### src/rtl/uart_pkg.sv
// rtl/uart_pkg.sv - shared UART state encodings and parity mode constants
// Contents:
//   tx_state_t : frame FSM state encoding (IDLE=0, START=1, DATA=2, PARITY=3, STOP=4)
//   PAR_*      : parity_mode encodings (11 is treated like PAR_NONE)
package uart_pkg;

  typedef enum logic [2:0] {
    IDLE   = 3'd0,
    START  = 3'd1,
    DATA   = 3'd2,
    PARITY = 3'd3,
    STOP   = 3'd4
  } tx_state_t;

  localparam logic [1:0] PAR_NONE = 2'b00;
  localparam logic [1:0] PAR_EVEN = 2'b01;
  localparam logic [1:0] PAR_ODD  = 2'b10;

endpackage

### src/rtl/uart_tx_fifo.sv
// rtl/uart_tx_fifo.sv - first-word fall-through synchronous FIFO for the UART transmitter
// Ports:
//   clk, rst      : clock, asynchronous active-high reset
//   push, wdata   : write request and word (ignored while full)
//   pop           : remove head word (ignored while empty)
//   rdata         : head word, valid whenever empty is low
//   full, empty   : occupancy flags
//   level         : current occupancy, 0..DEPTH
module uart_tx_fifo
  import uart_pkg::*;
#(
  parameter int WIDTH = 8,
  parameter int DEPTH = 4
) (
  input  logic                     clk,
  input  logic                     rst,
  input  logic                     push,
  input  logic [WIDTH-1:0]         wdata,
  input  logic                     pop,
  output logic [WIDTH-1:0]         rdata,
  output logic                     full,
  output logic                     empty,
  output logic [$clog2(DEPTH):0]   level
);

  localparam int AW = $clog2(DEPTH);
  localparam logic [AW:0]   LVL_FULL = (AW+1)'(DEPTH);
  localparam logic [AW:0]   LVL_ONE  = (AW+1)'(1);
  localparam logic [AW-1:0] PTR_ONE  = AW'(1);

  logic [WIDTH-1:0] mem [DEPTH];
  logic [AW-1:0]    wr_ptr;
  logic [AW-1:0]    rd_ptr;
  logic             do_push;
  logic             do_pop;

  assign full    = (level == LVL_FULL);
  assign empty   = (level == '0);
  assign do_push = push && !full;
  assign do_pop  = pop && !empty;
  assign rdata   = mem[rd_ptr];

  // Storage is not reset; the level counter alone defines which entries are live.
  always_ff @(posedge clk) begin
    if (do_push) begin
      mem[wr_ptr] <= wdata;
    end
  end

  // DEPTH is a power of two, so the pointers wrap naturally.
  always_ff @(posedge clk or posedge rst) begin
    if (rst) begin
      wr_ptr <= '0;
      rd_ptr <= '0;
      level  <= '0;
    end else begin
      if (do_push) wr_ptr <= wr_ptr + PTR_ONE;
      if (do_pop)  rd_ptr <= rd_ptr + PTR_ONE;
      if (do_push && !do_pop)      level <= level + LVL_ONE;
      else if (!do_push && do_pop) level <= level - LVL_ONE;
    end
  end

endmodule

### src/rtl/uart_tx_stream.sv
// rtl/uart_tx_stream.sv - UART transmitter with valid/ready byte-stream input and input FIFO
// Optional feature macro: UART_TX_PARITY_EN (parity bit from parity_mode; otherwise frames are parity-less)
// Ports:
//   clk, rst     : clock, asynchronous active-high reset
//   s_valid      : input word valid
//   s_ready      : FIFO can accept a word (not full)
//   s_data       : input word, DATA_BITS wide
//   parity_mode  : 00 none, 01 even, 10 odd, 11 none (sampled when a frame starts)
//   tx           : serial line, idle high (registered)
//   busy         : frame in progress or FIFO non-empty
//   tx_done      : one-cycle pulse during the last cycle of a frame's final stop bit (registered)
//   state        : FSM state for debug
//   fifo_level   : FIFO occupancy
module uart_tx_stream
  import uart_pkg::*;
#(
  parameter int DATA_BITS    = 8,
  parameter int CLKS_PER_BIT = 16,
  parameter int STOP_BITS    = 1,
  parameter int FIFO_DEPTH   = 4
) (
  input  logic                          clk,
  input  logic                          rst,
  input  logic                          s_valid,
  output logic                          s_ready,
  input  logic [DATA_BITS-1:0]          s_data,
  input  logic [1:0]                    parity_mode,
  output logic                          tx,
  output logic                          busy,
  output logic                          tx_done,
  output logic [2:0]                    state,
  output logic [$clog2(FIFO_DEPTH):0]   fifo_level
);

  localparam int BW   = $clog2(CLKS_PER_BIT * STOP_BITS);
  localparam int BITW = $clog2(DATA_BITS);
  localparam logic [BW-1:0]   BIT_LAST  = BW'(CLKS_PER_BIT - 1);
  localparam logic [BW-1:0]   STOP_LAST = BW'(CLKS_PER_BIT * STOP_BITS - 1);
  localparam logic [BW-1:0]   BAUD_ONE  = BW'(1);
  localparam logic [BITW-1:0] DATA_LAST = BITW'(DATA_BITS - 1);
  localparam logic [BITW-1:0] BITC_ONE  = BITW'(1);

  tx_state_t            state_q;
  tx_state_t            state_next;
  logic [BW-1:0]        baud_cnt;
  logic [BW-1:0]        baud_next;
  logic [BITW-1:0]      bit_cnt;
  logic [BITW-1:0]      bit_next;
  logic [DATA_BITS-1:0] data_q;
  logic [DATA_BITS-1:0] fifo_head;
  logic                 fifo_full;
  logic                 fifo_empty;
  logic                 pop;
  logic                 parity_en;
  logic                 par_bit;
  logic                 tx_next;
  logic                 done_next;

  uart_tx_fifo #(
    .WIDTH (DATA_BITS),
    .DEPTH (FIFO_DEPTH)
  ) u_fifo (
    .clk   (clk),
    .rst   (rst),
    .push  (s_valid),
    .wdata (s_data),
    .pop   (pop),
    .rdata (fifo_head),
    .full  (fifo_full),
    .empty (fifo_empty),
    .level (fifo_level)
  );

`ifdef UART_TX_PARITY_EN
  // Mode is captured with the word so mid-frame changes on the port cannot corrupt the frame.
  logic [1:0] mode_q;

  always_ff @(posedge clk or posedge rst) begin
    if (rst)      mode_q <= PAR_NONE;
    else if (pop) mode_q <= parity_mode;
  end

  assign parity_en = (mode_q == PAR_EVEN) || (mode_q == PAR_ODD);
  assign par_bit   = (mode_q == PAR_ODD) ? ~^data_q : ^data_q;
`else
  logic unused_parity;

  assign unused_parity = ^parity_mode;
  assign parity_en     = 1'b0;
  assign par_bit       = 1'b1;
`endif

  // State register; tx and tx_done are registered from the next-state view so the
  // line changes on the same edge as the state.
  always_ff @(posedge clk or posedge rst) begin
    if (rst) begin
      state_q  <= IDLE;
      baud_cnt <= '0;
      bit_cnt  <= '0;
      data_q   <= '0;
      tx       <= 1'b1;
      tx_done  <= 1'b0;
    end else begin
      state_q  <= state_next;
      baud_cnt <= baud_next;
      bit_cnt  <= bit_next;
      tx       <= tx_next;
      tx_done  <= done_next;
      if (pop) data_q <= fifo_head;
    end
  end

  // Next-state logic.
  always_comb begin
    state_next = state_q;
    baud_next  = baud_cnt + BAUD_ONE;
    bit_next   = bit_cnt;
    pop        = 1'b0;
    case (state_q)
      IDLE: begin
        baud_next = '0;
        bit_next  = '0;
        if (!fifo_empty) begin
          pop        = 1'b1;
          state_next = START;
        end
      end
      START: begin
        if (baud_cnt == BIT_LAST) begin
          state_next = DATA;
          baud_next  = '0;
          bit_next   = '0;
        end
      end
      DATA: begin
        if (baud_cnt == BIT_LAST) begin
          baud_next = '0;
          if (bit_cnt == DATA_LAST) begin
            bit_next   = '0;
            state_next = parity_en ? PARITY : STOP;
          end else begin
            bit_next = bit_cnt + BITC_ONE;
          end
        end
      end
      PARITY: begin
        if (baud_cnt == BIT_LAST) begin
          state_next = STOP;
          baud_next  = '0;
        end
      end
      STOP: begin
        if (baud_cnt == STOP_LAST) begin
          baud_next = '0;
          // Chain straight into the next start bit when more data is waiting.
          if (!fifo_empty) begin
            pop        = 1'b1;
            state_next = START;
          end else begin
            state_next = IDLE;
          end
        end
      end
      default: begin
        state_next = IDLE;
        baud_next  = '0;
        bit_next   = '0;
      end
    endcase
  end

  // Output logic: values the registered outputs take after this edge.
  always_comb begin
    tx_next   = 1'b1;
    done_next = 1'b0;
    case (state_next)
      START:   tx_next = 1'b0;
      DATA:    tx_next = data_q[bit_next];
      PARITY:  tx_next = par_bit;
      STOP: begin
        tx_next   = 1'b1;
        done_next = (baud_next == STOP_LAST);
      end
      default: tx_next = 1'b1;
    endcase
  end

  assign s_ready = !fifo_full;
  assign busy    = (state_q != IDLE) || (fifo_level != '0);
  assign state   = state_q;

endmodule

### config.mk
export PLATFORM = sky130hd
export DESIGN_NAME = uart_tx_stream
export DESIGN_NICKNAME = d
export VERILOG_FILES = /design/src/rtl/uart_pkg.sv /design/src/rtl/uart_tx_fifo.sv /design/src/rtl/uart_tx_stream.sv
export SDC_FILE = /design/constraint.sdc
export NUM_CORES = 1
export LEC_CHECK = 0
export BUFFER_PORTS_ARGS = -buffer_cell sky130_fd_sc_hd__buf_2
export CAP_MARGIN = 5
export CORE_MARGIN = 2
export CORE_UTILIZATION = 55
export CTS_CLUSTER_DIAMETER = 50
export DETAILED_ROUTE_END_ITERATION = 16
export GPL_TIMING_DRIVEN = 0
export PLACE_DENSITY_LB_ADDON = 0.25
export RECOVER_POWER = 50
export SLEW_MARGIN = 15
export SYNTH_ARGS = -nofsm -noshare
export SYNTH_HDL_FRONTEND = slang
export SYNTH_SLANG_ARGS = --single-unit
### constraint.sdc
create_clock -name clk -period 2.7 [get_ports clk]
set_input_delay 0.27 -clock clk [delete_from_list [all_inputs] [get_ports clk]]
set_output_delay 0.27 -clock clk [all_outputs]
set_load 0.02 [all_outputs]
==> flow_summary_export.csv, run 1 <==
group,metric,value,unit
outcome,status,"finished clean",
finish,multi_input_area,977,µm²
critical_path,critPathArrivalTime,2.74,ns
drt,m1WireLength,2090,µm
die,die-area,5440,µm²
placement,dp.cells,275,
power,p_per_area,777,nW/µm²
drt,via_per_inst,5.56,
cts,cts.sinks,59,
timing,period_share,0.932,
global_route,grt_usage,0.199,
power,p_clk_frac,0.373,
min_path,hp-class,"in2async",
critical_path,cp_max_fo,10,
synthesis,ys.flop_type,"edfxtp_1",
synthesis,yosysTopAreaCellShare,0.359,
power,p_seq_frac,0.485,
cts,cts_made_buffers,9,
cts,ctsRootBufferMaster,"clkbuf_8",
drt,dr.pass1.iters,4,
synthesis,yosysWarnings,0,
timing,fmax,397,MHz
critical_path,end_kind,"flip-flop",
critical_path,worstPathRequired,2.92,ns
die,die_w,73.8,µm
finish,seq_area,1640,µm²
synthesis,synth_cells,188,
die,die_h,73.8,µm
drt,drt_wl_total,4730,µm
power,power.leakage,1.18,nW
die,io_pins,23,
synthesis,yosys-top-cells-count,"edfxtp_1, dfrtp_1, inv_1, nand2_1, nor2_1",
drt,vias,1617,
synthesis,synthArstFlopShare,0.458,
timing,fin_ws,0.182,ns
finish,drive_above_1_share,0.246,
timing,fin_tns_setup,0,ns
die,initial_core_util,0.567,
power,swShare,0.270,
synthesis,synth_edf_count,32,
cts,tritoncts,"done",
synthesis,syn_area,2680,µm²
placement,hpwl,3300,µm
synthesis,synth_cell_types,46,
die,core,4720,µm²
power,p_sw,0.649,mW
placement,placed_area,2860,µm²
cts,ctsHoldBuffers,0,
timing,finalCriticalPeriod,2.52,ns
global_route,grt_pass1_wl,7780,µm
power,p_comb_frac,0.143,
synthesis,synth_nets,210,
finish,fin_util,0.654,
placement,place_ws,-0.128,ns
critical_path,cp-start-kind,"flip-flop",
drt,wl_met2,2430,µm
timing,slew_violations,0,
power,p_int,1.75,mW
drt,route.met3.wl,136,µm
critical_path,ff2ff_path_depth,9,
drt,post-route-drc-count,0,
critical_path,ff2ff_setup_slack,0.18,ns
synthesis,post-synth-top-area-cell,"edfxtp_1",
drt,drtAntennaViolNets,0,
synthesis,synth-seq-cells,59,
global_route,antenna_found_initial,0,
placement,gp_congestion,0.892,
timing,clock_skew,0.0105,ns
critical_path,max_stage_delay,0.43,ns
finish,fin_cells,291,
synthesis,syn_area_per_cell,14.2,µm²
critical_path,crit_type,"reg2reg",
critical_path,crit_chain,"ha_1 -> nand3_2 -> a21oi_2 -> buf_4 -> inv_1 -> ha_1 -> inv_1 -> fa_1 -> mux2_2",
finish,syn2layout_area_growth,15.4,%
timing,rsz0062_at_grt,"false",
drt,drt-initial-drc-count,120,
cts,cts_max_level,3,
global_route,grt_max_degree,28,
power,peakVddDrop,0.733,mV
timing,worst_pin_slew,0.971,ns
timing,max_slew_margin,0.349,
cts,clkTransAtPathRegs,0.08,ns
cts,clk-insertion-delay-late,0.34,ns
global_route,grt.overflow.total,0,
drt,highest_layer,"met4",
timing,setup_violations,0,
timing,finalHoldViolations,0,
synthesis,ys_top_cells_by_area,"edfxtp_1, dfrtp_1, mux4_2",
finish,fin_nets,241,
job,drv_cap,0,
synthesis,synth_most_common_cell,"edfxtp_1",
finish,design_area,3090,µm²
finish,antenna-diode-count,0,
placement,io_buffers,20,
finish,fillers,342,
cts,ctsLongestPathBuffers,2,
critical_path,r2r_start,"baud_cnt[0]",
die,rows,25,
timing,hold_ws,0.0284,ns
synthesis,yosysSeqAreaShare,0.611,
critical_path,slowest_stage,"dfrtp_1",
power,power.total,2.40,mW
drt,wl_per_cell,16.3,µm
critical_path,r2r_end,"u_fifo.level[1]",
global_route,grt_pass1_vias,1646,
worst max path at each step:
stage / endpoint / start / slack, ns / depth (start not counted)
finish: u_fifo.level[1] / baud_cnt[0] / 0.18 / 9
global route: u_fifo.level[1] / baud_cnt[0] / 0.03 / 9
CTS: u_fifo.level[1] / baud_cnt[0] / 0.04 / 9
detailed placement: u_fifo.level[1] / state[0] / -0.13 / 10
global placement: u_fifo.level[1] / state[0] / -0.04 / 10
floorplan: u_fifo.level[1] / state[0] / 0.14 / 10
repair_timing:
action                     4_1_cts  5_1_grt
setup endpoints to repair        2        2
gates cloned                     0        0
setup buffers                    0        0
gates resized for setup          2        3
pin swaps                        0        0
cell type report:
class	instances	area share
clock inverters	7	0.0328
clock buffers	9	0.0401
multi-input cells	111	0.316
plain buffers	8	0.0146
well taps	67	0.0271
flip-flops and latches	59	0.530
inverters	10	0.0121
repair buffers	20	0.0271
sequential cells by signal, summed over array words and instances, names as in the netlist:
register,flops
u_fifo.mem,32
data_q,8
baud_cnt,4
bit_cnt,3
state,3
u_fifo.level,3
u_fifo.rd_ptr,2
u_fifo.wr_ptr,2
tx,1
tx_done,1
cell usage in the layout (no fill, tap or decap), drive strengths merged, types with 2 or more instances in the layout:
cell type  instances
a211o              2
a21oi              5
a311oi             2
a31oi              2
and2               3
and3               6
buf               13
bufinv             2
clkbuf            24
clkinv             3
clkinvlp           2
dfrtp             26
edfxtp            32
ha                 8
inv               10
maj3               2
mux2               8
mux2i              5
mux4               8
nand2             10
nand2b             2
nand3              5
nor2               9
nor3b              3
o21ai              9
o31ai              2
xnor2              4
xor2               4
power groups by stage:
| stage | Sequential, mW | Clock [mW] | Combinational [mW] |
|---|---|---|---|
| after floorplan | 1.19 | 0 | 0.216 |
| after global placement | 1.17 | 0 | 0.329 |
| after detailed placement | 1.18 | 0 | 0.352 |
| after CTS | 1.17 | 0.907 | 0.354 |
| after global routing | 1.18 | 0.949 | 0.390 |
| final | 1.16 | 0.895 | 0.343 |
metal layers:
metal	track usage	vias up
met1	0.257	815
li1	-	764
met2	0.324	30
met3	0.0370	8
met5	0	-
met4	0.0970	0
cells by family (layout without fill, tap and decap cells):
logic type | Yosys count | in the layout | share of synthesized area
buffers and inverters | 18 | 54 | 0.0299
adders and majority gates | 11 | 11 | 0.0532
xor gates and xnor gates | 8 | 8 | 0.0262
muxes | 21 | 21 | 0.120
and+or+nand+nor | 44 | 44 | 0.0878
AOI/OAI and AO/OA | 27 | 27 | 0.0719
DFF | 59 | 59 | 0.611
worst max-delay path: cells and delay by family, from the launching register on:
family / cells / cell delay (ns)
multiplexers: 1 / 0.27
AND/OR/NAND/NOR: 1 / 0.17
flip-flops: 1 / 0.43
AO/OA/AOI/OAI: 1 / 0.23
buffers and inverters: 3 / 0.38
adder cells (fa/ha/maj): 3 / 0.93
No activity file was read; power rests on OpenSTA's default activity.
==> run 2, diff against run 1 <==
--- a/config.mk
+++ b/config.mk
@@ -12,8 +12,9 @@
 export CTS_CLUSTER_DIAMETER = 50
 export DETAILED_ROUTE_END_ITERATION = 16
 export GPL_TIMING_DRIVEN = 0
-export PLACE_DENSITY_LB_ADDON = 0.25
+export PLACE_DENSITY = 0.74
 export RECOVER_POWER = 50
+export SKIP_LAST_GASP = 1
 export SLEW_MARGIN = 15
 export SYNTH_ARGS = -nofsm -noshare
 export SYNTH_HDL_FRONTEND = slang
==> run 2 against run 1 <==
- sequential power is essentially flat
- flip-flop and latch count stayed put
- largest cell class unchanged
- critical path type unchanged
- first-iteration DRC count rose by 28%
- non-clock buffer count grew 2
- count of clock-buffer cells in the layout up 4
- design area decreased by 0.45%
==> flow_summary_export.csv, run 2 (synthesized netlist as in run 1, its figures left out) <==
group,metric,value,unit
outcome,status,"finished clean",
power,power.leakage,1.18,nW
critical_path,end_kind,"flip-flop",
global_route,grt_pass1_vias,1716,
critical_path,critical_path_buf_inv_count,4,
die,die-area,5440,µm²
cts,ctsLongestPathBuffers,2,
global_route,grt_max_degree,28,
drt,via_per_inst,5.62,
drt,drt-initial-drc-count,154,
finish,reg_top3,"u_fifo.mem (32), data_q (8), baud_cnt (4)",
timing,slew_violations,0,
cts,ctsRootBufferMaster,"clkbuf_8",
die,die_h,73.8,µm
finish,final_common_cell,"edfxtp_1",
critical_path,cp_common_cell,"inv_1",
finish,drive_above_1_share,0.248,
finish,fin_cells,293,
global_route,grt.overflow.total,0,
placement,place_ws,-0.128,ns
drt,drt_wl_total,4850,µm
timing,setup_violations,0,
critical_path,max_stage_delay,0.43,ns
critical_path,cp_top_family,"adder cells",
finish,layout.cells.most_common_list,"edfxtp_1, dfrtp_1, clkbuf_1, buf_2",
timing,fin_tns_setup,0,ns
global_route,grt_pass1_wl,8070,µm
critical_path,crit_type,"reg2reg",
placement,gp_congestion,0.881,
timing,period_share,0.931,
cts,clkTransAtPathRegs,0.06,ns
critical_path,worstPathRequired,2.91,ns
critical_path,slowest_stage,"dfrtp_1",
finish,antenna-diode-count,0,
critical_path,cp-start-kind,"flip-flop",
critical_path,critPathArrivalTime,2.72,ns
cts,cts.sinks,59,
global_route,antenna_found_initial,0,
finish,fillers,363,
placement,dp.cells,275,
die,die_w,73.8,µm
drt,post-route-drc-count,0,
finish,multi_input_area,985,µm²
die,core,4720,µm²
timing,hold_ws,0.0400,ns
min_path,hp-class,"in2async",
drt,dr.pass1.iters,4,
drt,vias,1647,
power,p_per_area,750,nW/µm²
timing,finalHoldViolations,0,
critical_path,crit_chain,"buf_2 -> nor2_4 -> nand2_1 -> a21oi_2 -> clkbuf_4 -> inv_1 -> ha_1 -> inv_1 -> fa_1 -> mux2_2",
finish,syn2layout_area_growth,14.9,%
cts,tritoncts,"done",
critical_path,cp_max_fo,10,
timing,fmax,398,MHz
timing,rsz0062_at_grt,"false",
placement,hpwl,3400,µm
finish,top_register,"u_fifo.mem",
finish,seq_area,1640,µm²
timing,finalCriticalPeriod,2.51,ns
timing,max_slew_margin,0.354,
power,peakVddDrop,0.557,mV
global_route,grt_usage,0.206,
timing,fin_ws,0.186,ns
drt,wl_per_cell,16.5,µm
die,initial_core_util,0.567,
die,io_pins,23,
die,rows,25,
drt,drtAntennaViolNets,0,
timing,worst_pin_slew,0.964,ns
timing,clock_skew,0.00906,ns
cts,clk-insertion-delay-late,0.33,ns
power,power.total,2.31,mW
job,drv_cap,0,
placement,io_buffers,20,
cts,cts_max_level,3,
cts,cts_made_buffers,9,
finish,fin_nets,243,
finish,largest_reg_flops,32,
## run 2: cell count changes in the layout (fill, tap and decap cells not counted), sizes merged
| cell | before | now |
|---|---|---|
| bufinv | 2 | 1 |
| clkinvlp | 2 | 0 |
| clkbuf | 24 | 28 |
| buf | 13 | 15 |
| inv | 10 | 9 |
## run 2: cell type report
class | instances | share of cell area
multi-input cells | 111 | 0.320
repair buffers | 22 | 0.0325
plain buffers | 8 | 0.0146
clock inverters | 3 | 0.0126
clock buffers | 13 | 0.0484
inverters | 10 | 0.0122
flip-flops and latches | 59 | 0.532
well taps | 67 | 0.0272
## run 2: timing repair
| action | CTS | global route |
|---|---|---|
| pin swaps | 0 | 1 |
| setup buffers | 0 | 2 |
| resized for setup | 2 | 5 |
| hold buffers | 0 | 0 |
| endpoints found under the setup margin | 2 | 2 |
| hold endpoints to repair | 0 | 0 |
## run 2: where the power goes
part	internal (mW)	total (mW)	switching [mW]	leakage [nW]
combinational	0.157	0.386	0.229	0.460
clock	0.448	0.766	0.318	0.0951
sequential	1.10	1.16	0.0590	0.622
## run 2: worst register-to-register path: stages, from the launching register on
cell and delay, ns:
dfrtp_1 0.43, buf_2 0.21, nor2_4 0.16, nand2_1 0.11
a21oi_2 0.18, clkbuf_4 0.25, inv_1 0.09, ha_1 0.23
inv_1 0.07, fa_1 0.40, mux2_2 0.26
## run 2: worst paths after layout
path | startpoint | endpoint | slack, ns | depth (start not counted)
max in group asynchronous | rst | u_fifo.rd_ptr[0] | 2.22 | 2
max | state[0] | u_fifo.level[1] | 0.19 | 10
min reg2reg | data_q[3] | data_q[3] | 0.52 | 1
min | rst | u_fifo.level[2] | 0.04 | 2
min in group clk | s_data[7] | u_fifo.mem[3][7] | 0.20 | 1
max reg2reg | state[0] | u_fifo.level[1] | 0.19 | 10
## run 2: metrics by stage
stage / utilization / cell area [µm²]
6_report: 0.651 / 3080
5_1_grt: 0.651 / 3080
4_1_cts: 0.647 / 3060
3_5_place_dp: 0.606 / 2860
3_3_place_gp: 0.606 / 2860
2_1_floorplan: - / 2680
## run 2: layer usage
layer,wire (µm),up-vias,track usage
li1,-,768,-
met1,1950,831,0.236
met2,2680,43,0.365
met3,161,5,0.0384
met4,59,0,0.103
met5,0,-,0
==> run 3, diff against run 2 <==
--- a/config.mk
+++ b/config.mk
@@ -5,17 +5,17 @@
 export SDC_FILE = /design/constraint.sdc
 export NUM_CORES = 1
 export LEC_CHECK = 0
-export BUFFER_PORTS_ARGS = -buffer_cell sky130_fd_sc_hd__buf_2
 export CAP_MARGIN = 5
 export CORE_MARGIN = 2
 export CORE_UTILIZATION = 55
 export CTS_CLUSTER_DIAMETER = 50
 export DETAILED_ROUTE_END_ITERATION = 16
+export DONT_BUFFER_PORTS = 1
 export GPL_TIMING_DRIVEN = 0
-export PLACE_DENSITY = 0.74
+export PLACE_DENSITY = 0.7
 export RECOVER_POWER = 50
 export SKIP_LAST_GASP = 1
-export SLEW_MARGIN = 15
+export SLEW_MARGIN = 20
 export SYNTH_ARGS = -nofsm -noshare
 export SYNTH_HDL_FRONTEND = slang
 export SYNTH_SLANG_ARGS = --single-unit
==> run 3 against run 2 <==
- global-route usage down 0.94 points
- count of clock-buffer cells in the layout down 4
- via count down 7.0%
- sequential share of layout area up 1.7 points
- largest cell class unchanged
==> flow_summary_export.csv, run 3 (synthesized netlist as in run 1, its figures left out) <==
group,metric,value,unit
drt,via_per_inst,5.63,
critical_path,r2r_start,"state[0]",
placement,io_buffers,0,
critical_path,cp_max_fo,10,
power,p_per_area,754,nW/µm²
finish,final_common_cell,"edfxtp_1",
critical_path,setup.worst_path.start,"state[0]",
cts,ctsLongestPathBuffers,2,
global_route,grt_pass1_vias,1614,
finish,syn2layout_area_growth,11.6,%
drt,drt-initial-drc-count,94,
placement,gp_congestion,0.883,
die,io_pins,23,
drt,drtAntennaViolNets,0,
cts,tritoncts,"done",
cts,cts_max_level,3,
power,power.leakage,1.12,nW
outcome,status,"finished clean",
timing,finalCriticalPeriod,2.56,ns
global_route,grt_usage,0.196,
global_route,grt_pass1_wl,7530,µm
finish,fin_util,0.633,
timing,hold_ws,0.0313,ns
power,swShare,0.273,
cts,clkTransAtPathRegs,0.07,ns
drt,vias,1532,
die,initial_core_util,0.567,
drt,wl_per_cell,16.7,µm
power,p_sw,0.616,mW
min_path,hp-class,"in2reg",
timing,finalHoldViolations,0,
critical_path,ff2ff_setup_slack,0.14,ns
timing,clock_skew,0.00733,ns
min_path,hp-start,"s_data[4]",
cts,clk-insertion-delay-late,0.33,ns
power,p_clk_frac,0.342,
die,die_w,73.8,µm
finish,layout.cells.most_common_list,"edfxtp_1, dfrtp_1, nand2_1, inv_1, clkbuf_8",
finish,design_area,2990,µm²
cts,cts.sinks,59,
timing,fmax,391,MHz
critical_path,cp-start-kind,"flip-flop",
die,core,4720,µm²
critical_path,worstPathRequired,2.91,ns
power,peakVddDrop,0.615,mV
drt,dr.pass1.iters,4,
finish,reg_top3,"u_fifo.mem (32), data_q (8), baud_cnt (4)",
timing,period_share,0.946,
finish,fin_nets,222,
timing,fin_ws,0.145,ns
timing,setup_violations,0,
critical_path,crit_type,"reg2reg",
power,p_comb_frac,0.127,
critical_path,critPathArrivalTime,2.76,ns
finish,antenna-diode-count,0,
cts,ctsRootBufferMaster,"clkbuf_8",
global_route,antenna_found_initial,0,
global_route,grt_max_degree,28,
die,die-area,5440,µm²
finish,top_register,"u_fifo.mem",
timing,slew_violations,0,
power,p_seq_frac,0.532,
cts,cts_made_buffers,9,
power,p_int,1.64,mW
finish,fillers,338,
drt,drt_wl_total,4550,µm
placement,place_ws,-0.208,ns
timing,worst_pin_slew,1.01,ns
die,die_h,73.8,µm
die,rows,25,
placement,placed_area,2760,µm²
cts,cts_setup_buffers,0,
global_route,grt.overflow.total,0,
finish,drive_above_1_share,0.254,
critical_path,end_kind,"flip-flop",
job,drv_cap,0,
placement,hpwl,3150,µm
finish,largest_reg_flops,32,
timing,max_slew_margin,0.324,
drt,post-route-drc-count,0,
[run 3: area by class of cell]
class	count	area (µm²)	area share
flip-flops and latches	59	1640	0.550
multi-input cells	111	977	0.327
clock buffers	9	124	0.0414
well taps	67	83.8	0.0280
clock inverters	7	68.8	0.0230
plain buffers	8	45.0	0.0151
inverters	10	37.5	0.0126
repair buffers	1	10.0	0.00335
[run 3: what timing repair did]
action | CTS | global route
endpoints found under the setup margin | 2 | 2
hold buffers | 0 | 1
resized for setup | 3 | 7
endpoints found under the hold margin | 0 | 26
[run 3: path summary, 6_finish.rpt]
path                       cells past startpoint                to
setup / recovery                              10   u_fifo.level[1]
hold / removal                                 0  u_fifo.mem[1][4]
setup reg to reg                              10   u_fifo.level[1]
hold reg to reg                                1         data_q[2]
max in group asynchronous                      2          state[0]
min in group asynchronous                      2         data_q[2]
[run 3: power groups by stage]
stage	Sequential, mW	Clock [mW]	Combinational, mW
2_1_floorplan	1.19	0	0.216
4_1_cts	1.19	0.787	0.294
5_1_grt	1.21	0.828	0.324
3_3_place_gp	1.20	0	0.260
6_report	1.20	0.770	0.285
3_5_place_dp	1.21	0	0.290
[run 3: through the flow]
stage / cells / TNS [ns] / total power [mW]
final: 272 / 0 / 2.25
after global routing: 272 / -0.0419 / 2.37
after CTS: 271 / 0 / 2.28
after detailed placement: 255 / -0.310 / 1.50
after global placement: 255 / -0.170 / 1.46
after floorplan: 188 / 0 / 1.41
[run 3: per-layer routing]
| layer | track usage | share of wire | vias up |
|---|---|---|---|
| met3 | 0.0700 | 0.044 | 6 |
| met4 | 0.0848 | 0.018 | 0 |
| met2 | 0.329 | 0.53 | 30 |
| met1 | 0.227 | 0.41 | 774 |
| li1 | - | - | 722 |
| met5 | 0 | 0 | - |
[run 3: worst max-delay path: stages, from the launching register on]
cell,delay (ns)
dfrtp_2,0.49
buf_2,0.22
nor2_4,0.16
nand2_1,0.11
a21oi_2,0.19
buf_4,0.22
inv_1,0.09
ha_1,0.22
inv_1,0.07
fa_1,0.40
mux2_2,0.27
